## src/rtl/rv32i_types.sv

```systemverilog
// rtl/rv32i_types.sv - shared writeback types and load formatting helper
package rv32i_types;

    typedef enum logic [2:0] {
        lb  = 3'b000,
        lh  = 3'b001,
        lw  = 3'b010,
        lbu = 3'b100,
        lhu = 3'b101
    } load_funct3_t;

    typedef struct packed {
        logic [4:0]  rd;
        logic [31:0] result;
    } md_entry_t;

    // Extract the addressed byte/half from an aligned word and extend it.
    function automatic logic [31:0] format_load(
        input logic [31:0] word,
        input logic [2:0]  funct3,
        input logic [1:0]  addr_lo
    );
        logic [31:0] byte_sh;
        logic [31:0] half_sh;
        logic [31:0] res;
        byte_sh = word >> {addr_lo, 3'b000};
        half_sh = word >> {addr_lo[1], 4'b0000};
        case (funct3)
            lb:      res = {{24{byte_sh[7]}}, byte_sh[7:0]};
            lh:      res = {{16{half_sh[15]}}, half_sh[15:0]};
            lbu:     res = {24'd0, byte_sh[7:0]};
            lhu:     res = {16'd0, half_sh[15:0]};
            default: res = word;
        endcase
        return res;
    endfunction

endpackage

```

## src/rtl/wb_md_fifo.sv

```systemverilog
// rtl/wb_md_fifo.sv - MUL/DIV result holding queue with per-entry visibility
module wb_md_fifo
    import rv32i_types::*;
#(
    parameter int MD_DEPTH = 2
) (
    input  logic                          clk,
    input  logic                          rst_n,
    input  logic                          push,
    input  md_entry_t                     push_entry,
    input  logic                          pop,
    output md_entry_t                     head,
    output logic [$clog2(MD_DEPTH):0]     count,
    output logic [MD_DEPTH-1:0]           entry_valid,
    output logic [MD_DEPTH-1:0][4:0]      entry_rd
);

    localparam int PW = $clog2(MD_DEPTH);

    md_entry_t     mem [MD_DEPTH];
    logic [PW-1:0] wr_ptr;
    logic [PW-1:0] rd_ptr;

    always_ff @(posedge clk or negedge rst_n) begin
        if (!rst_n) begin
            wr_ptr      <= '0;
            rd_ptr      <= '0;
            count       <= '0;
            entry_valid <= '0;
        end else begin
            if (push)
                wr_ptr <= wr_ptr + 1'b1;
            if (pop)
                rd_ptr <= rd_ptr + 1'b1;
            case ({push, pop})
                2'b10:   count <= count + 1'b1;
                2'b01:   count <= count - 1'b1;
                default: count <= count;
            endcase
            // Push and pop never target the same slot: push needs not-full, pop needs not-empty.
            for (int i = 0; i < MD_DEPTH; i++) begin
                if (push && wr_ptr == PW'(i))
                    entry_valid[i] <= 1'b1;
                else if (pop && rd_ptr == PW'(i))
                    entry_valid[i] <= 1'b0;
            end
        end
    end

    always_ff @(posedge clk) begin
        if (push)
            mem[wr_ptr] <= push_entry;
    end

    always_comb begin
        for (int i = 0; i < MD_DEPTH; i++)
            entry_rd[i] = mem[i].rd;
    end

    assign head = mem[rd_ptr];

endmodule

```

## src/rtl/writeback_stage.sv

```systemverilog
// rtl/writeback_stage.sv - register-file write port arbitration between pipeline and MUL/DIV queue
module writeback_stage
    import rv32i_types::*;
#(
    parameter int MD_DEPTH = 2
) (
    input  logic        clk,
    input  logic        rst_n,
    input  logic        wb_valid,
    input  logic [4:0]  wb_rd,
    input  logic        wb_is_load,
    input  logic [31:0] wb_alu_result,
    input  logic [31:0] wb_mem_rdata,
    input  logic [2:0]  wb_funct3,
    input  logic [1:0]  wb_addr_lo,
    input  logic        md_valid,
    input  logic [4:0]  md_rd,
    input  logic [31:0] md_result,
    output logic        md_ready,
    output logic        rf_load,
    output logic [4:0]  rf_dest,
    output logic [31:0] rf_in,
    output logic [31:0] md_pending
);

    localparam int CW = $clog2(MD_DEPTH) + 1;

    logic                     pipe_claim;
    logic                     q_push;
    logic                     q_pop;
    logic                     q_empty;
    md_entry_t                q_head;
    md_entry_t                q_in;
    logic [CW-1:0]            q_count;
    logic [MD_DEPTH-1:0]      q_valid;
    logic [MD_DEPTH-1:0][4:0] q_rd;

    assign pipe_claim = wb_valid && (wb_rd != 5'd0);
    // Registered count only, so md_ready has no path from md_valid or wb_valid.
    assign md_ready   = (q_count != CW'(MD_DEPTH));
    assign q_empty    = (q_count == '0);
    assign q_push     = md_valid && md_ready && (md_rd != 5'd0);
    assign q_pop      = !pipe_claim && !q_empty;
    assign q_in       = '{rd: md_rd, result: md_result};

    wb_md_fifo #(
        .MD_DEPTH (MD_DEPTH)
    ) u_md_fifo (
        .clk         (clk),
        .rst_n       (rst_n),
        .push        (q_push),
        .push_entry  (q_in),
        .pop         (q_pop),
        .head        (q_head),
        .count       (q_count),
        .entry_valid (q_valid),
        .entry_rd    (q_rd)
    );

    always_comb begin
        md_pending = '0;
        for (int i = 0; i < MD_DEPTH; i++) begin
            if (q_valid[i])
                md_pending[q_rd[i]] = 1'b1;
        end
        md_pending[0] = 1'b0;
    end

    always_ff @(posedge clk or negedge rst_n) begin
        if (!rst_n) begin
            rf_load <= 1'b0;
            rf_dest <= '0;
            rf_in   <= '0;
        end else if (pipe_claim) begin
            rf_load <= 1'b1;
            rf_dest <= wb_rd;
            rf_in   <= wb_is_load ? format_load(wb_mem_rdata, wb_funct3, wb_addr_lo)
                                  : wb_alu_result;
        end else if (q_pop) begin
            rf_load <= 1'b1;
            rf_dest <= q_head.rd;
            rf_in   <= q_head.result;
        end else begin
            rf_load <= 1'b0;
        end
    end

endmodule

```

## config.mk

```make
export PLATFORM = sky130hd
export DESIGN_NAME = writeback_stage
export DESIGN_NICKNAME = d
export VERILOG_FILES = /design/src/rtl/rv32i_types.sv /design/src/rtl/wb_md_fifo.sv /design/src/rtl/writeback_stage.sv
export SDC_FILE = /design/constraint.sdc
export NUM_CORES = 1
export LEC_CHECK = 0
export ABC_CLOCK_PERIOD_IN_PS = 5500
export CAP_MARGIN = 0
export CORE_UTILIZATION = 40
export CTS_CLUSTER_SIZE = 20
export DETAILED_ROUTE_END_ITERATION = 6
export GPL_ROUTABILITY_DRIVEN = 0
export PLACE_DENSITY = 0.74
export SLEW_MARGIN = 5
export SYNTH_ARGS = -nofsm -noshare
export SYNTH_HDL_FRONTEND = slang
export SYNTH_SLANG_ARGS = --single-unit
```

## constraint.sdc

```tcl
create_clock -name clk -period 5.5 [get_ports clk]
set_input_delay 1.1 -clock clk [delete_from_list [all_inputs] [get_ports clk]]
set_output_delay 1.1 -clock clk [all_outputs]
set_load 0.01 [all_outputs]
```

* Word-level counts from Yosys, hierarchy flattened *
Memories as Yosys holds them, arrays and structs flattened.
Cells that the tools add are included.

word-level totals
  memories kept = 1
  register bits after elaboration = 44
  bits in writable memories = 74

memories
  name           depth  bits a word  rd ports  clocked after memory_dff  write ports  line              text
  u_md_fifo.mem  2      37           3         0                         1            wb_md_fifo.sv:20  md_entry_t mem [MD_DEPTH];

cells by class
  shifts and indexed selects = 2
  bitwise gates (word level) = 3
  equal/unequal tests = 6
  $lt $le $gt $ge = 4
  reductions and logical operators = 20
  add/subtract/negate cells = 4
  muxes and demuxes = 21

operators with widths
  kind                 number
  $mux 32              5
  $pmux 32 s4          1
  $or 32x32->32        1
  $shr 32x5->16        1
  $shr 32x5->8         1
  $lt 5x6->1 const B   2
  $demux 1 s5          2
  $ge 5x1->1 const B   2
  $logic_and 1x1->1    10
  $mux 1               10
  $mux 5               2
  $reduce_bool 5->1    2
  $reduce_bool 2->1    4
  $eq 3x3->1 const B   2
  $pmux 2 s2           1
  $eq 3x1->1 const B   1
  $logic_not 3->1      1
  $add 1x1->1 const B  2
  $add 2x1->2 const B  1
  $eq 2x1->1 const B   1
  $eq 2x2->1 const B   1
  $logic_not 1->1      2
  $logic_not 2->1      1
  $ne 2x2->1 const B   1
  2 further kinds      3

* Depth between registers and ports, before layout *
An unclocked memory read counts as a cell.

  depth after elaboration = 8
  depth in mapped cells = 8
  mapped depth without buffers = 7

* Modules after synthesis *
From an unflattened synthesis, not the netlist that was laid out.

second synthesis, totals
  cells, all modules = 524
  area total of the unflattened synthesis = 6219.7 um^2

modules (own cells, without submodules)
  module           times used  seq. area each (um^2)  cells an instance  area an instance (um^2)
  writeback_stage  1           950.9                  378                3211.8
  wb_md_fifo       1           2372.3                 146                3007.9

* Worst setup path after synthesis *
OpenSTA, ideal clock, no wires.

  path kind = input -> register
  start point = in md_rd[3]
  end point = mem u_md_fifo.mem[1][0] (netlist bit), enable pin
  stages on the path = 3
  setup slack = 2.081 ns
  library setup time = 0.433 ns
  data required time = 5.067 ns
  data arrival time = 2.986 ns
  cell sequence = or4_1 o211ai_1 nor2_1

between the ends
  longest elaborated chain between the ends = 4

ends and longest elaborated chain
  element                       line                   text
  from (decl)                   writeback_stage.sv:17  input logic [4:0] md_rd,
  $reduce_bool 5->1             writeback_stage.sv:42  assign q_push = md_valid && md_ready && (md_rd != 5'd0);
  $logic_and 1x1->1             writeback_stage.sv:42
  $mux 1                        wb_md_fifo.sv:51       if (push)
  $mux 1 (implied by the code)  wb_md_fifo.sv:52       mem[wr_ptr] <= push_entry;
  to (decl)                     wb_md_fifo.sv:20

Every way passes these cells.

* Final worst setup path *
  start point = in wb_addr_lo[1]
  end point = reg rf_in[3]

between the ends
  longest elaborated chain between the ends = 4

ends and longest elaborated chain
  element                                        line                                  text
  from (decl)                                    writeback_stage.sv:15                 input logic [1:0] wb_addr_lo,
  $shr 32x5->16 or $shr 32x5->8 (tied branches)  rv32i_types.sv:27, rv32i_types.sv:26
  $pmux 32 s4 (*)                                rv32i_types.sv:28                     case (funct3)
  $mux 32 (*)                                    writeback_stage.sv:77                 rf_in <= wb_is_load ? format_load(wb_mem_rdata, wb_funct3, wb_addr_lo)
  $mux 32 (*)                                    writeback_stage.sv:74                 end else if (pipe_claim) begin
  to (signal assigned)                           writeback_stage.sv:77
  to (signal assigned)                           writeback_stage.sv:82                 rf_in <= q_head.result;
  to (decl)                                      writeback_stage.sv:22                 output logic [31:0] rf_in,

Mark *: on every way between the ends. The rest lies on a longest branch, timed or not.
A chain may end at the register's enable or synchronous reset.

==> impl_summary.md <==
Status
The run finished with clean final reports.

Floorplanning
For this configuration, the core starts out at a cell density of 41.1%. The die extent in x is 124 microns. Pin placement for this block handled 187 I/O pins. The die covers 0.0154 sq mm. The vertical extent of the die is 124 microns.

The floorplan has 44 rows. The placeable core region is 0.0145 sq mm.

Timing
Subtracting the final worst setup slack from the clock period gives 3.51 ns. The max-slew violation count is 0. The worst slew margin relative to its limit is 21.6%. The total of endpoints with negative setup slack in the final report is 0. Setup repair after global routing left no endpoint under its margin. Derived from the worst setup path, the maximum achievable clock frequency is 0.285 GHz. On the final layout, the worst hold slack is 0.558 ns. For the pin with the worst max-slew slack, the measured transition is 1.17 ns. In the finished design, the share of the clock period the worst path needs comes to 63.8%. The count of final hold-check violations is 0.

The clock tree skew after final layout is 0.00649 ns. For the final routed database, the setup TNS stands at 0 ns. The final worst slack is 1.99 ns.

Synth
After synthesis, flip-flops and latches occupy 55.7% of the total area. The synthesized netlist net count is 644. For this run, the number of Yosys warnings is 0. The number of enable flip-flop cells after synthesis is 74.

After synthesis the netlist holds a flip-flop and latch count of 118. After synthesis, the share of flip-flops with an asynchronous set or reset is 37.3%. The synthesized area per cell is 11.3 sq um. After synthesis, the netlist uses 53 different library cells. The total standard cell area after synthesis is 0.00597 sq mm.

The dominant register cell in the synthesized netlist is sky130_fd_sc_hd__edfxtp_1. In the synthesized netlist, the number of instances is 527.

Clock tree
Clock tree synthesis found a total of 118 sinks. The clock-pin slew on the worst setup and hold paths is 0.05 ns. The clock buffer count from CTS is 17.

Once the clock tree was built, the setup fixing pass inserted 0 buffers. TritonCTS built the clock tree. The master cell of the clock root buffer is sky130_fd_sc_hd__clkbuf_16. The clock latency of the later-clocked register in the worst-skew pair is 0.41 ns. The number of gates resized after CTS was 0.

The hold buffer count at cts is 0. In this run the deepest clock path goes through 2 buffers. The number of levels in the clock H-tree is 4.

Cells and area
The number of filler instances in the final layout is 1253. The share of post-route cells with drive strength above 1 is 7.78%. From synthesis to final layout, the design area changed by 41.2%.

The number of antenna diodes in the final layout is 0. The final design instance area without fill is 0.00843 sq mm. The footprint of the flip-flops and latches is 0.00332 sq mm. Summing all multi-input logic gate instances after layout gives 0.00245 sq mm. The net count reported at finish is 811.

The final core utilization is 58.0%.

Global route
The global-route track usage on met3 is 5.36%. The met1 usage is 30.3%. The largest net degree at the start of global routing is 51. After global routing the overflow that remains totals 0.

The initial antenna violation count came to 0. The first global-routing pass estimated 27200 microns of wire. In the global route stage, met2 resource usage came out at 39.4%. The global-route usage over all layers is 24.0%. The number of global-route vias before repair came to 5092.

met2 is the most crowded layer.

Place
The placed cell area is 0.00792 sq mm. Timing analysis after detailed placement gives a worst setup slack of 1.65 ns. The detailed-placement wirelength estimate is 12800 microns. Input and output buffers added on the ports amount to 185.

Setup path
The arrival time of data at the critical path endpoint is 3.79 ns. STA puts the critical path data required time at 5.78 ns. The class of the most critical setup path is in -> reg. The category of the worst setup path launch point is a primary input. STA classifies the critical path endpoint as a flop. In this run the worst path has a maximum fanout of 17.

Pwr
Combinational cells account for 34.9% of the total power. The internal power component is 2.41 mW. Of the total power, the share spent switching nets is 33.3%. The reported leakage power is 3.07 nW. In this run, flip-flops and latches consume 38.8% of the power.

Power spread over the standard cell area amounts to 428 mW/mm^2. In this run the power spent charging and discharging nets is 1.20 mW. In this run, the clock network consumes 26.3% of the power.

The worst-case IR drop observed on VDD is 0.249 mV.

Routing
The via count normalized by instance count is 5.92. The starting DRC count in detailed routing is 459. The first detailed-routing pass ran for 5 iterations. The final antenna-violating net count is 0. For this run, design rule violations remaining after detail routing come to 0. For this block, the via count after detailed routing is 5274. Dividing the detail-routed wire length by the instance count gives 20.4 microns. The routed design has 18200 microns of wire.

Min path
The tightest min-delay check is of the reg -> reg type.

Flow run
The tool flagged a number of max-cap violations equal to 0.
-- critical path: stages --
cell                              delay, ns
sky130_fd_sc_hd__clkdlybuf4s50_1       0.91
sky130_fd_sc_hd__nor2b_1               0.91
sky130_fd_sc_hd__o21ai_1               0.44
sky130_fd_sc_hd__o2111ai_1             0.32
sky130_fd_sc_hd__a21oi_1               0.10
-- layer usage --
layer	up-vias	part of all wire (%)
met5	-	0
met4	0	2.7
met3	34	7.3
met2	298	49
met1	2554	41
li1	2388	-
-- power by group through the flow --
stage | Sequential, mW | Clock (mW) | Combinational [mW]
2_1_floorplan | 1.38 | 0 | 0.719
3_3_place_gp | 1.40 | 0 | 1.23
3_5_place_dp | 1.41 | 0 | 1.26
4_1_cts | 1.40 | 0.968 | 1.27
5_1_grt | 1.43 | 1.01 | 1.36
6_report | 1.40 | 0.949 | 1.26
-- stage by stage --
step / std cells / total power, mW
after floorplan: 527 / 2.10
after global placement: 859 / 2.63
after detailed placement: 859 / 2.67
after CTS: 891 / 3.64
after global routing: 891 / 3.80
final: 891 / 3.61
-- worst paths after layout --
kind | slack, ns | to | startpoint | depth (start not counted)
worst max-delay path | 1.99 | rf_in[3] | wb_addr_lo[1] | 5
worst min-delay path | 0.56 | u_md_fifo.count[1] | u_md_fifo.count[1] | 1
worst max register to register | 3.09 | u_md_fifo.mem[1][3] | u_md_fifo.count[0] | 3
worst min register to register | 0.56 | u_md_fifo.count[1] | u_md_fifo.count[1] | 1
max in group asynchronous | 3.90 | u_md_fifo.rd_ptr | rst_n | 1
min in group asynchronous | 0.88 | rf_in[28] | rst_n | 1
-- area by class of cell --
cell class | instances | share of cell area (%)
sequential | 118 | 39.4
tap | 184 | 2.73
multi-input combinational | 358 | 29.0
inverter | 9 | 0.401
clock inverter | 6 | 0.356
timing repair buffer | 190 | 22.4
clock buffer | 26 | 5.69
-- registers in the layout, indices dropped and copies added (netlist names) --
register               cells
u_md_fifo.count            2
u_md_fifo.entry_valid      2
rf_load                    1
rf_dest                    5
u_md_fifo.wr_ptr           1
rf_in                     32
u_md_fifo.mem             74
u_md_fifo.rd_ptr           1
-- cell usage after synthesis (3+ instances only) --
cell type	number	area share (%)
sky130_fd_sc_hd__edfxtp_1	74	37
sky130_fd_sc_hd__nand2_1	49	3.1
sky130_fd_sc_hd__dfrtp_1	44	18
sky130_fd_sc_hd__mux2i_1	44	7.4
sky130_fd_sc_hd__nor2_1	44	2.8
sky130_fd_sc_hd__o22ai_1	33	3.5
sky130_fd_sc_hd__a21oi_1	27	2.3
sky130_fd_sc_hd__a211oi_1	24	3.0
sky130_fd_sc_hd__clkbuf_1	21	1.3
sky130_fd_sc_hd__o21ai_0	21	1.8
sky130_fd_sc_hd__a221oi_1	14	2.1
sky130_fd_sc_hd__buf_2	11	0.92
sky130_fd_sc_hd__a221oi_2	10	2.5
sky130_fd_sc_hd__nand3b_1	10	1.3
sky130_fd_sc_hd__nor3_1	9	0.75
sky130_fd_sc_hd__a22o_1	8	1.2
sky130_fd_sc_hd__inv_1	8	0.50
sky130_fd_sc_hd__a211o_1	7	1.0
sky130_fd_sc_hd__a22oi_1	7	0.88
sky130_fd_sc_hd__nand3_1	7	0.59
sky130_fd_sc_hd__o2111ai_1	7	1.0
sky130_fd_sc_hd__buf_1	5	0.31
sky130_fd_sc_hd__or3_1	4	0.42
sky130_fd_sc_hd__buf_4	3	0.38
sky130_fd_sc_hd__or3b_2	3	0.44
sky130_fd_sc_hd__xnor2_1	3	0.44
-- cells by family after synthesis --
kind of cell               count (synthesis)  share of synthesized area, %
AOI/OAI and AO/OA                        170                          21.1
and+or+nand+nor                          136                          10.6
DFF                                      118                          55.7
buffers and inverters                     51                          3.88
muxes                                     45                          7.76
xor gates and xnor gates                   5                         0.734
adders and majority gates                  1                         0.210
other                                      1                        0.0628
-- cell usage in the layout (no fill, tap or decap), types with 2 or more instances in the layout --
| cell | netlist | final |
|---|---|---|
| sky130_fd_sc_hd__buf_4 | 3 | 5 |
| sky130_fd_sc_hd__or3_1 | 4 | 4 |
| sky130_fd_sc_hd__or3b_2 | 3 | 3 |
| sky130_fd_sc_hd__nor3b_1 | 2 | 2 |
| sky130_fd_sc_hd__nor3_1 | 9 | 9 |
| sky130_fd_sc_hd__a211o_1 | 7 | 7 |
| sky130_fd_sc_hd__a21oi_1 | 27 | 27 |
| sky130_fd_sc_hd__xor2_1 | 2 | 2 |
| sky130_fd_sc_hd__a221oi_2 | 10 | 10 |
| sky130_fd_sc_hd__clkbuf_1 | 21 | 7 |
| sky130_fd_sc_hd__nand3_1 | 7 | 7 |
| sky130_fd_sc_hd__clkdlybuf4s50_1 | 0 | 184 |
| sky130_fd_sc_hd__mux2i_1 | 44 | 44 |
| sky130_fd_sc_hd__a211oi_1 | 24 | 24 |
| sky130_fd_sc_hd__nor2_1 | 44 | 41 |
| sky130_fd_sc_hd__clkbuf_16 | 0 | 17 |
| sky130_fd_sc_hd__nor2_4 | 0 | 3 |
| sky130_fd_sc_hd__a221oi_1 | 14 | 14 |
| sky130_fd_sc_hd__a22oi_1 | 7 | 7 |
| sky130_fd_sc_hd__clkinv_2 | 0 | 6 |
| sky130_fd_sc_hd__dfrtp_1 | 44 | 43 |
| sky130_fd_sc_hd__clkbuf_8 | 0 | 2 |
| sky130_fd_sc_hd__edfxtp_1 | 74 | 74 |
| sky130_fd_sc_hd__o22ai_1 | 33 | 33 |
| sky130_fd_sc_hd__inv_1 | 8 | 8 |
| sky130_fd_sc_hd__o21ai_0 | 21 | 21 |
| sky130_fd_sc_hd__nand2_1 | 49 | 49 |
| sky130_fd_sc_hd__nand3b_1 | 10 | 10 |
| sky130_fd_sc_hd__xnor2_1 | 3 | 3 |
| sky130_fd_sc_hd__o2111ai_1 | 7 | 7 |
| sky130_fd_sc_hd__a22o_1 | 8 | 8 |
Note: power is estimated with default switching activity, not from simulation.
